===== src/rtl/stepdir_in.sv =====
// stepdir_in -- step/dir input decoder.
//
// Receives STEP/DIR from a handwheel, an external motion controller or a
// loop-back of a stepdir generator. Both pins are synchronised, glitch
// filtered, and each rising edge of the filtered STEP moves a signed 32-bit
// position by one count in the direction given by the filtered DIR.
//
// Optional feature macro: STEPDIR_IN_PERIOD_EN
//   defined   : step period measurement (cnt, IDLE/RUN state machine, timeout)
//   undefined : period is tied to 0, period_dir tracks the last accepted step
//
// Parameters
//   FILTER     : extra clk cycles an input must stay stable before the
//                filtered level follows it (0 = single register, no filter)
//   DIR_INVERT : 1 swaps the count direction
//   TIMEOUT    : cycles without a step after which period reads 0
//
// Ports
//   clk        : system clock
//   rst_n      : synchronous reset, active low
//   step, dir  : raw asynchronous pins
//   enable     : counting enable; edges are ignored while 0
//   clear      : synchronous zeroing of position (wins over a step)
//   position   : signed step count, two's complement
//   step_pulse : one-cycle strobe per accepted step
//   period     : clk cycles between the last two accepted steps, 0 = stopped
//   period_dir : direction of the last accepted step, 1 = decrementing
module stepdir_in #(
  parameter int FILTER     = 4,
  parameter bit DIR_INVERT = 1'b0,
  parameter int TIMEOUT    = 2700000
) (
  input  logic        clk,
  input  logic        rst_n,
  input  logic        step,
  input  logic        dir,
  input  logic        enable,
  input  logic        clear,
  output logic [31:0] position,
  output logic        step_pulse,
  output logic [31:0] period,
  output logic        period_dir
);

  // Index 0 = STEP, index 1 = DIR.
  logic [1:0] raw_in;
  logic [1:0] filt;

  assign raw_in = {dir, step};

  generate
    for (genvar gi = 0; gi < 2; gi++) begin : g_in
      logic s1_reg;
      logic s2_reg;
      logic filt_reg;

      if (FILTER == 0) begin : g_bypass
        always_ff @(posedge clk) begin
          if (!rst_n) begin
            s1_reg   <= 1'b0;
            s2_reg   <= 1'b0;
            filt_reg <= 1'b0;
          end else begin
            s1_reg   <= raw_in[gi];
            s2_reg   <= s1_reg;
            filt_reg <= s2_reg;
          end
        end
      end else begin : g_filter
        localparam int FW = $clog2(FILTER + 1);
        logic [FW-1:0] cnt_reg;

        // The counter only runs while s2 disagrees with the filtered level;
        // any return to agreement restarts it, so both high and low glitches
        // shorter than FILTER+1 cycles are dropped.
        always_ff @(posedge clk) begin
          if (!rst_n) begin
            s1_reg   <= 1'b0;
            s2_reg   <= 1'b0;
            filt_reg <= 1'b0;
            cnt_reg  <= '0;
          end else begin
            s1_reg <= raw_in[gi];
            s2_reg <= s1_reg;
            if (s2_reg == filt_reg) begin
              cnt_reg <= '0;
            end else if (cnt_reg == FW'(FILTER)) begin
              filt_reg <= s2_reg;
              cnt_reg  <= '0;
            end else begin
              cnt_reg <= cnt_reg + 1'b1;
            end
          end
        end
      end

      assign filt[gi] = filt_reg;
    end
  endgenerate

  logic step_prev_reg;
  logic accept;
  logic cnt_dir;

  // Edge history is cleared by reset, so a STEP held high through reset
  // produces exactly one step once it has crossed the pipeline.
  assign accept  = filt[0] & ~step_prev_reg & enable;
  assign cnt_dir = filt[1] ^ DIR_INVERT;

  always_ff @(posedge clk) begin
    if (!rst_n) begin
      step_prev_reg <= 1'b0;
      step_pulse    <= 1'b0;
      position      <= '0;
    end else begin
      step_prev_reg <= filt[0];
      step_pulse    <= accept;
      if (clear) begin
        position <= '0;
      end else if (accept) begin
        position <= cnt_dir ? position - 32'd1 : position + 32'd1;
      end
    end
  end

`ifdef STEPDIR_IN_PERIOD_EN
  typedef enum logic {IDLE, RUN} state_t;

  localparam logic [31:0] TIMEOUT_C = 32'(TIMEOUT);

  state_t      state_reg;
  logic [31:0] cnt_reg;

  // cnt holds the number of cycles since the last accepted step; it never
  // exceeds TIMEOUT because reaching it drops back to IDLE. A step arriving
  // exactly at TIMEOUT is still measured.
  always_ff @(posedge clk) begin
    if (!rst_n) begin
      state_reg  <= IDLE;
      cnt_reg    <= '0;
      period     <= '0;
      period_dir <= 1'b0;
    end else begin
      if (accept) begin
        period_dir <= cnt_dir;
      end
      case (state_reg)
        IDLE: begin
          if (accept) begin
            cnt_reg   <= 32'd1;
            state_reg <= RUN;
          end
        end
        RUN: begin
          if (accept) begin
            period  <= cnt_reg;
            cnt_reg <= 32'd1;
          end else if (cnt_reg >= TIMEOUT_C) begin
            period    <= '0;
            cnt_reg   <= '0;
            state_reg <= IDLE;
          end else begin
            cnt_reg <= cnt_reg + 32'd1;
          end
        end
        default: begin
          state_reg <= IDLE;
          cnt_reg   <= '0;
        end
      endcase
    end
  end
`else
  assign period = '0;

  always_ff @(posedge clk) begin
    if (!rst_n) begin
      period_dir <= 1'b0;
    end else if (accept) begin
      period_dir <= cnt_dir;
    end
  end
`endif

endmodule

===== config.mk =====
export PLATFORM = sky130hd
export DESIGN_NAME = stepdir_in
export DESIGN_NICKNAME = d
export VERILOG_FILES = /design/src/rtl/stepdir_in.sv
export SDC_FILE = /design/constraint.sdc
export NUM_CORES = 1
export LEC_CHECK = 0
export ABC_AREA = 1
export BUFFER_PORTS_ARGS = -buffer_cell sky130_fd_sc_hd__buf_2
export CELL_PAD_IN_SITES_DETAIL_PLACEMENT = 0
export CELL_PAD_IN_SITES_GLOBAL_PLACEMENT = 2
export CORE_MARGIN = 2
export CORE_UTILIZATION = 27
export CTS_CLUSTER_DIAMETER = 60
export CTS_CLUSTER_SIZE = 8
export DETAILED_ROUTE_END_ITERATION = 7
export PLACE_DENSITY_LB_ADDON = 0.1
export SYNTH_ARGS = -nofsm -noshare
export SYNTH_HDL_FRONTEND = slang
export SYNTH_SLANG_ARGS = --single-unit
export TNS_END_PERCENT = 30

===== constraint.sdc =====
create_clock -name clk -period 2.3 [get_ports clk]
set_input_delay 0.345 -clock clk [delete_from_list [all_inputs] [get_ports clk]]
set_output_delay 0.345 -clock clk [all_outputs]
set_load 0.01 [all_outputs]

# Word level (Yosys, flattened, before mapping)

Cells that the tools add are included.

Add/sub/neg operators: 4
Eq/ne operators: 4
Muxes and demuxes: 1
Bitwise logic cells: 6
Reductions and logical operators: 5

Operators by type and width:

| operator              | count |
|---|---|
| $add 32x1->32 const B | 1 |
| $mux 32               | 1 |
| $sub 32x1->32 const B | 1 |
| $add 3x1->3 const B   | 2 |
| $eq 3x3->1 const B    | 2 |
| $reduce_or 3->1       | 2 |
| $not 1->1             | 4 |
| $reduce_and 2->1      | 2 |
| $and 1x1->1           | 2 |
| $eq 1x1->1            | 2 |
| $reduce_or 2->1       | 1 |

Bits in registers: 47
Input port bits: 6

# Logic depth before layout (Yosys ltp)

Gate-level depths: netlist of run 1.

Depth in word-level cells: 3
Mapped depth: 13
Gate-level depth less buffers: 13

# Worst setup path after synthesis of run 1

No wires, ideal clock.

Path type: register to register
From: register g_in[1].filt_reg (netlist: cnt_dir)
To: register position[31]
Arrival time: 2.202 ns
Data required time: 2.191 ns
Slack: -0.011 ns
Cell stages (with the launch flop): 14
Clock period less this slack: 2.311 ns
Cell sequence: dfxtp_1 > ha_1 > nand2_2 > inv_1 > a21oi_2 > nand2_2 > nand2_2 > nand2_4 > nand2_2 > nand2_1 > nand2_1 > nand3_1 > nand2_1 > inv_1

Cells in the longest elaborated chain, start to end: 1

RTL lines:

| element                | line | source |
|---|---|---|
| start, declared        | 55   | `logic filt_reg;` |
| start signal, assigned | 88   | `filt_reg <= s2_reg;` |
| $mux 32                | 121  | `position <= cnt_dir ? position - 32'd1 : position + 32'd1;` |
| end signal, assigned   | 121  |  |
| end, declared          | 39   | `output logic [31:0] position,` |

Every way passes these cells.
A chain may end at the register's enable or synchronous reset.

# Worst setup path after layout of run 1

From: register g_in[1].filt_reg (netlist: cnt_dir)
To: register position[12]

The elaborated chain is that of the path after synthesis.

==> results.sh, run 1 <==
export IMPL_run_status="finished clean"
export IMPL_total_via_count_in_the_routed_design=4160
export IMPL_number_of_instances_in_the_synthesized_netlist=770
export IMPL_post_cts_hold_buffer_count=0
export IMPL_clk_transition_reported_paths_ps=70
export IMPL_period_share_pct=89.2
export IMPL_critical_path_max_fanout=35
export IMPL_max_cap_violations=0
export IMPL_path_class="flip-flop to flip-flop"
export IMPL_report_final_slew_viol_count=0
export IMPL_ys_top_cells_by_area="sky130_fd_sc_hd__dfxtp_1, sky130_fd_sc_hd__nand2_1, sky130_fd_sc_hd__inv_1"
export IMPL_synth_cells_most_frequent="sky130_fd_sc_hd__nand2_1, sky130_fd_sc_hd__inv_1, sky130_fd_sc_hd__nor2_1"
export IMPL_cts_htree_levels=2
export IMPL_timing_hold_worst_path_depth=3
export IMPL_reg2reg_depth=9
export IMPL_gp_routability_congestion=0.821
export IMPL_yosysWarningCount=0
export IMPL_drtPass1Iterations=4
export IMPL_number_of_nets_in_the_layout=850
export IMPL_grt_start_max_net_pins=38
export IMPL_rsz_0062_raised_after_global_routing="false"
export IMPL_synth_area_per_cell_um2=5.82
export IMPL_ctsResizeCount=0
export IMPL_drt_initial_drc_count=161
export IMPL_power_density_nw_per_um2=333
export IMPL_via_per_inst=4.04
export IMPL_max_freq_ghz=0.488
export IMPL_insertion_delay_ps=310
export IMPL_die_width_um=133
export IMPL_regToRegSetupSlack_ps=250
export IMPL_core_area_um2=16400
export IMPL_yosysUniqueCellTypes=33
export IMPL_flow_area_growth_from_synthesis_pct=11.0
export IMPL_min_delay_worst_endpoint="g_in[1].s1_reg"
export IMPL_max_slew_worst_pin_slew_ps=580
export IMPL_numCtsBuffers=5
export IMPL_clock_skew_final_ps=12.3
export IMPL_yosysSeqAreaShare_pct=21.0
export IMPL_wire_per_inst_um=12.2
export IMPL_hold_class="primary input to flip-flop"
export IMPL_timing_critical_path_slowest_cell_delay_ps=340
export IMPL_synth_edf_count=0
export IMPL_antenna_left=0
export IMPL_synth_seq_cells=47
export IMPL_yosys_most_used_dff="sky130_fd_sc_hd__dfxtp_1"
export IMPL_die_height_um=133
export IMPL_drive_gt1_share_pct=11.1
export IMPL_synth_top_area_cell="sky130_fd_sc_hd__dfxtp_1"
export IMPL_hp_start="dir"
export IMPL_global_route_usage_total_pct=14.8
export IMPL_worst_ep_required_time_ps=2500
export IMPL_grt_pass1_vias=3944
export IMPL_grt_antenna_before_repair=0
export IMPL_timing_critical_path_to_type="flip-flop"
export IMPL_post_synth_top_count_cell="sky130_fd_sc_hd__nand2_1"
export IMPL_worst_path_slowest_cell="sky130_fd_sc_hd__dfxtp_2"
export IMPL_drt_wl_total_mm=12.6
export IMPL_global_route_wire_length_before_repair_mm=20.7
export IMPL_finalSetupViolCount=0
export IMPL_cp_common_cell="sky130_fd_sc_hd__inv_1"
export IMPL_place_detailed_hpwl_mm=10.3
export IMPL_initial_core_utilization_pct=27.3
export IMPL_design_portCount=72
export IMPL_clock_sink_count=47
export IMPL_leakage_nw=3.03
export IMPL_synth_cell_area_um2=4480
export IMPL_synth_top_cell_area_share_pct=21.0
export IMPL_cp_arrival_ps=2250
export IMPL_crit_path_cell_trace="buf_12 -> ha_1 -> nand2_1 -> inv_1 -> a21oi_1 -> nand3_2 -> xor2_1 -> o21ai_0 -> inv_1"
export IMPL_totalNegativeSetupSlack_ps=0
export IMPL_antennaDiodeCount=0
export IMPL_fin_util_pct=30.3
export IMPL_ir_drop_uv=240
export IMPL_timing_critical_path_buf_inv=3
export IMPL_cts_tree="done"
export IMPL_ctsRootBufferMaster="sky130_fd_sc_hd__clkbuf_16"
export IMPL_detail_route_drc_violations=0
export IMPL_async_flop_share_pct=0
export IMPL_max_slew_margin_rel_pct=61.3
export IMPL_post_cts_buffers=0
export IMPL_io_buffers=39
export IMPL_std_cell_rows=47
export IMPL_timing_critical_path_max_delay_family="compound AO/OA/AOI/OAI gates"
export IMPL_timing_final_hold_violations=0
export IMPL_dieArea_um2=17600
export IMPL_cts_root_to_sink_buffers=2
export IMPL_r2r_start="cnt_dir"
export IMPL_final_period_minus_worst_setup_slack_ps=2050
export IMPL_globalRoute_totalOverflow=0
export IMPL_r2r_end="position[12]"
export IMPL_number_of_flip_flops_under_the_largest_register_name=32
export IMPL_timing_critical_path_from_type="flip-flop"
## worst min-delay path, stage by stage
cell and delay, ps:
sky130_fd_sc_hd__buf_2 70, sky130_fd_sc_hd__nand2_1 40, sky130_fd_sc_hd__inv_1 40
## metrics by stage
step | power, mW | std cells | instance area [um2] | setup WS (ps) | hold WS, ps
finish | 1.66 | 1030 | 4970 | 249 | 222
global route | 1.74 | 1030 | 4970 | 22.0 | 227
CTS | 1.71 | 1030 | 4970 | 198 | 209
detailed placement | 0.890 | 1022 | 4830 | 211 | 400
global placement | 0.889 | 1022 | 4830 | 147 | 398
floorplan | 0.918 | 801 | 4600 | 336 | 390
## cell usage in the layout, fill, tap and decap left out
| cell | Yosys | routed |
|---|---|---|
| sky130_fd_sc_hd__a21o_1 | 2 | 2 |
| sky130_fd_sc_hd__a21oi_1 | 24 | 24 |
| sky130_fd_sc_hd__a21oi_2 | 1 | 1 |
| sky130_fd_sc_hd__and2_0 | 1 | 1 |
| sky130_fd_sc_hd__buf_12 | 0 | 2 |
| sky130_fd_sc_hd__buf_2 | 4 | 39 |
| sky130_fd_sc_hd__buf_4 | 32 | 2 |
| sky130_fd_sc_hd__clkbuf_1 | 4 | 1 |
| sky130_fd_sc_hd__clkbuf_16 | 0 | 5 |
| sky130_fd_sc_hd__clkinv_1 | 1 | 1 |
| sky130_fd_sc_hd__clkinvlp_4 | 0 | 1 |
| sky130_fd_sc_hd__conb_1 | 1 | 32 |
| sky130_fd_sc_hd__dfxtp_1 | 47 | 46 |
| sky130_fd_sc_hd__dfxtp_2 | 0 | 1 |
| sky130_fd_sc_hd__fa_1 | 1 | 1 |
| sky130_fd_sc_hd__ha_1 | 34 | 34 |
| sky130_fd_sc_hd__inv_1 | 157 | 157 |
| sky130_fd_sc_hd__inv_2 | 3 | 3 |
| sky130_fd_sc_hd__inv_6 | 0 | 1 |
| sky130_fd_sc_hd__nand2_1 | 227 | 227 |
| sky130_fd_sc_hd__nand2_2 | 17 | 17 |
| sky130_fd_sc_hd__nand2_4 | 1 | 1 |
| sky130_fd_sc_hd__nand3_1 | 41 | 41 |
| sky130_fd_sc_hd__nand3_2 | 6 | 6 |
| sky130_fd_sc_hd__nand4_1 | 3 | 3 |
| sky130_fd_sc_hd__nor2_1 | 106 | 106 |
| sky130_fd_sc_hd__nor2_2 | 7 | 6 |
| sky130_fd_sc_hd__nor2_4 | 2 | 3 |
| sky130_fd_sc_hd__nor3_1 | 2 | 2 |
| sky130_fd_sc_hd__nor3_2 | 1 | 1 |
| sky130_fd_sc_hd__o21ai_0 | 17 | 17 |
| sky130_fd_sc_hd__o21ai_1 | 4 | 4 |
| sky130_fd_sc_hd__o21bai_1 | 2 | 2 |
| sky130_fd_sc_hd__o21bai_2 | 1 | 1 |
| sky130_fd_sc_hd__xnor2_1 | 4 | 4 |
| sky130_fd_sc_hd__xor2_1 | 15 | 15 |
## routing by layer
layer | wire [um] | vias up | GRT usage, %
li1 | - | 2313 | -
met1 | 6600 | 1778 | 21.8
met2 | 5390 | 60 | 22.7
met3 | 490 | 9 | 2.30
met4 | 125 | 0 | 3.41
met5 | 0 | - | 0
## cell families (layout without fill, tap and decap cells)
group                      after synthesis  in the layout  share of synthesized area (%)
adders and majority gates               35             35                           9.94
other                                    1             32                         0.0837
and+or+nand+nor                        414            414                           38.9
buffers and inverters                  203            212                           20.2
DFF                                     47             47                           21.0
AOI/OAI and AO/OA                       51             51                           6.14
xor gates and xnor gates                19             19                           3.71
## worst max path at each step
| stage | cells past startpoint | startpoint | endpoint |
|---|---|---|---|
| CTS | 12 | cnt_dir | position[28] |
| finish | 9 | cnt_dir | position[12] |
| floorplan | 13 | cnt_dir | position[31] |
| global placement | 9 | cnt_dir | position[12] |
| detailed placement | 12 | cnt_dir | position[28] |
| global route | 9 | cnt_dir | position[12] |
## power breakdown
| group | internal [mW] | leakage (nW) | total [mW] | switching [mW] |
|---|---|---|---|---|
| registers | 0.817 | 0.380 | 0.819 | 0.00190 |
| logic | 0.00828 | 2.58 | 0.0517 | 0.0435 |
| clock network | 0.409 | 0.0675 | 0.785 | 0.375 |
## layout make-up
type | instances | area, um2
repair buffers | 43 | 250
inverters | 161 | 604
fillers | 1885 | 11400
well taps | 220 | 275
flip-flops and latches | 47 | 942
clock inverters | 2 | 16.3
clock buffers | 6 | 129
multi-input cells | 551 | 2760
Note: power is estimated with default switching activity, not from simulation.
==> run 2: changes to the inputs <==
--- a/config.mk
+++ b/config.mk
@@ -14,7 +14,9 @@
 export CTS_CLUSTER_DIAMETER = 60
 export CTS_CLUSTER_SIZE = 8
 export DETAILED_ROUTE_END_ITERATION = 7
+export GPL_TIMING_DRIVEN = 0
 export PLACE_DENSITY_LB_ADDON = 0.1
+export RECOVER_POWER = 25
 export SYNTH_ARGS = -nofsm -noshare
 export SYNTH_HDL_FRONTEND = slang
 export SYNTH_SLANG_ARGS = --single-unit
==> run 2 against run 1 <==
Net effect: wire length up 7.3%; cell count up 4.0%; setup slack worse by 73 ps; flip-flop and latch count unchanged; fmax down 3.4%; clock power up 16%; critical endpoint is now position[30]; highest routed layer unchanged.
==> results.sh, run 2 (same netlist as run 1, synthesis figures left out) <==
export IMPL_cts_tree="done"
export IMPL_fillers=1882
export IMPL_dp_slack_ps=-291
export IMPL_wire_per_inst_um=12.6
export IMPL_r2r_start="cnt_dir"
export IMPL_timing_critical_path_to_type="flip-flop"
export IMPL_gp_routability_congestion=0.852
export IMPL_core_area_um2=16400
export IMPL_total_via_count_in_the_routed_design=4364
export IMPL_drt_wl_total_mm=13.5
export IMPL_placedCellCount=1060
export IMPL_antennaDiodeCount=0
export IMPL_hp_start="step"
export IMPL_min_delay_worst_endpoint="g_in[0].s1_reg"
export IMPL_ctsRootBufferMaster="sky130_fd_sc_hd__clkbuf_16"
export IMPL_finalSetupViolCount=0
export IMPL_cts_htree_levels=2
export IMPL_number_of_flip_flops_under_the_largest_register_name=32
export IMPL_path_class="flip-flop to flip-flop"
export IMPL_drive_gt1_share_pct=14.8
export IMPL_global_route_usage_total_pct=15.4
export IMPL_clk_transition_reported_paths_ps=80
export IMPL_post_cts_hold_buffer_count=0
export IMPL_die_width_um=133
export IMPL_final_period_minus_worst_setup_slack_ps=2120
export IMPL_flow_area_growth_from_synthesis_pct=18.3
export IMPL_stdcell_count=1071
export IMPL_clock_skew_final_ps=15.0
export IMPL_numCtsBuffers=5
export IMPL_grt_pass1_vias=4158
export IMPL_max_freq_ghz=0.471
export IMPL_reg2reg_depth=14
export IMPL_layout_cell_area_non_filler_um2=5300
export IMPL_postPlaceCellArea_um2=5070
export IMPL_max_cap_violations=0
export IMPL_grt_antenna_before_repair=0
export IMPL_number_of_nets_in_the_layout=891
export IMPL_power_density_nw_per_um2=343
export IMPL_fin_util_pct=32.3
export IMPL_worst_slack_ps=176
export IMPL_insertion_delay_ps=310
export IMPL_detail_route_drc_violations=0
export IMPL_regToRegSetupSlack_ps=180
export IMPL_r2r_end="position[30]"
export IMPL_clock_sink_count=47
export IMPL_design_portCount=72
export IMPL_run_status="finished clean"
export IMPL_max_slew_worst_pin_slew_ps=628
export IMPL_initial_core_utilization_pct=27.3
export IMPL_totalPowerFinal_mw=1.82
export IMPL_hold_class="primary input to flip-flop"
export IMPL_dieArea_um2=17600
export IMPL_cts_root_to_sink_buffers=2
export IMPL_io_buffers=39
export IMPL_report_final_slew_viol_count=0
export IMPL_worst_ep_required_time_ps=2520
export IMPL_ir_drop_uv=309
export IMPL_die_height_um=133
export IMPL_grt_start_max_net_pins=36
export IMPL_timing_critical_path_from_type="flip-flop"
export IMPL_drt_initial_drc_count=165
export IMPL_drtPass1Iterations=4
export IMPL_mostFrequentLayoutCell="sky130_fd_sc_hd__nand2_1"
export IMPL_std_cell_rows=47
export IMPL_timing_hold_worst_path_depth=3
export IMPL_cp_arrival_ps=2340
export IMPL_global_route_wire_length_before_repair_mm=21.5
export IMPL_globalRoute_totalOverflow=0
export IMPL_via_per_inst=4.07
export IMPL_antenna_left=0
export IMPL_rsz_0062_raised_after_global_routing="false"
export IMPL_place_detailed_hpwl_mm=10.7
export IMPL_mostFrequentLayoutCells="sky130_fd_sc_hd__nand2_1, sky130_fd_sc_hd__inv_1, sky130_fd_sc_hd__nor2_1"
export IMPL_period_share_pct=92.3
export IMPL_max_slew_margin_rel_pct=58.1
export IMPL_critical_path_max_fanout=9
export IMPL_timing_final_hold_violations=0
export IMPL_leakage_nw=3.22
[run 2: cell types whose count changed in the layout (fill, tap and decap cells not counted), sizes merged]
cell | before | now
clkinv | 1 | 2
clkinvlp | 1 | 0
bufinv | 0 | 1
buf | 43 | 72
clkbuf | 6 | 17
[run 2: layout make-up]
cell class	instances	area, um2	share of cell area [%]
flip-flops and latches	47	945	17.8
plain buffers	42	300	5.66
inverters	161	604	11.4
repair buffers	42	233	4.39
well taps	220	275	5.19
clock inverters	3	47.5	0.897
multi-input cells	551	2770	52.3
clock buffers	5	125	2.36
[run 2: worst max-delay path: stages, from the launching register on]
cell                      delay [ps]
sky130_fd_sc_hd__dfxtp_4         450
sky130_fd_sc_hd__buf_6           220
sky130_fd_sc_hd__ha_1            320
sky130_fd_sc_hd__nand2_1         190
sky130_fd_sc_hd__inv_1            60
sky130_fd_sc_hd__nand2_1          70
sky130_fd_sc_hd__nand2_1          60
sky130_fd_sc_hd__a21oi_1         150
sky130_fd_sc_hd__nand2_2         140
sky130_fd_sc_hd__nand2_1         100
sky130_fd_sc_hd__nand2_1          50
sky130_fd_sc_hd__nand2_1          50
sky130_fd_sc_hd__nand3_1          70
sky130_fd_sc_hd__nand2_1          70
sky130_fd_sc_hd__inv_1            40
[run 2: power breakdown]
part	internal [mW]	switching, mW	total, mW
Combinational	0.0440	0.0511	0.0951
Sequential	0.816	0.00189	0.818
Clock	0.521	0.387	0.908
Total	1.38	0.440	1.82
[run 2: per-layer routing]
layer	GRT usage, %	wire (um)	vias to the layer above
li1	-	-	2392
met1	21.6	7070	1912
met2	24.6	5940	52
met3	2.57	331	8
met4	3.76	178	0
met5	0	0	-
[run 2: timing repair]
action                     in CTS  in global routing
buffers inserted                0                  3
gates resized for setup         1                  7
setup endpoints to repair      26                 21
gates cloned                    0                  0
pin swaps                       0                  2
[run 2: worst max path at each step]
stage / start / end / slack, ps / cells past startpoint
2_1_floorplan: cnt_dir / position[31] / 340 / 13
3_3_place_gp: cnt_dir / position[28] / -300 / 11
3_5_place_dp: cnt_dir / position[28] / -290 / 11
4_1_cts: cnt_dir / position[28] / 1 / 11
5_1_grt: cnt_dir / position[18] / 1 / 14
6_report: cnt_dir / position[30] / 180 / 14
[run 2: through the flow]
stage / TNS, ps / hold slack (ps)
6_report: 0 / 223
5_1_grt: 0 / 233
4_1_cts: 0 / 211
3_5_place_dp: -5110 / 401
3_3_place_gp: -4690 / 395
2_1_floorplan: 0 / 390
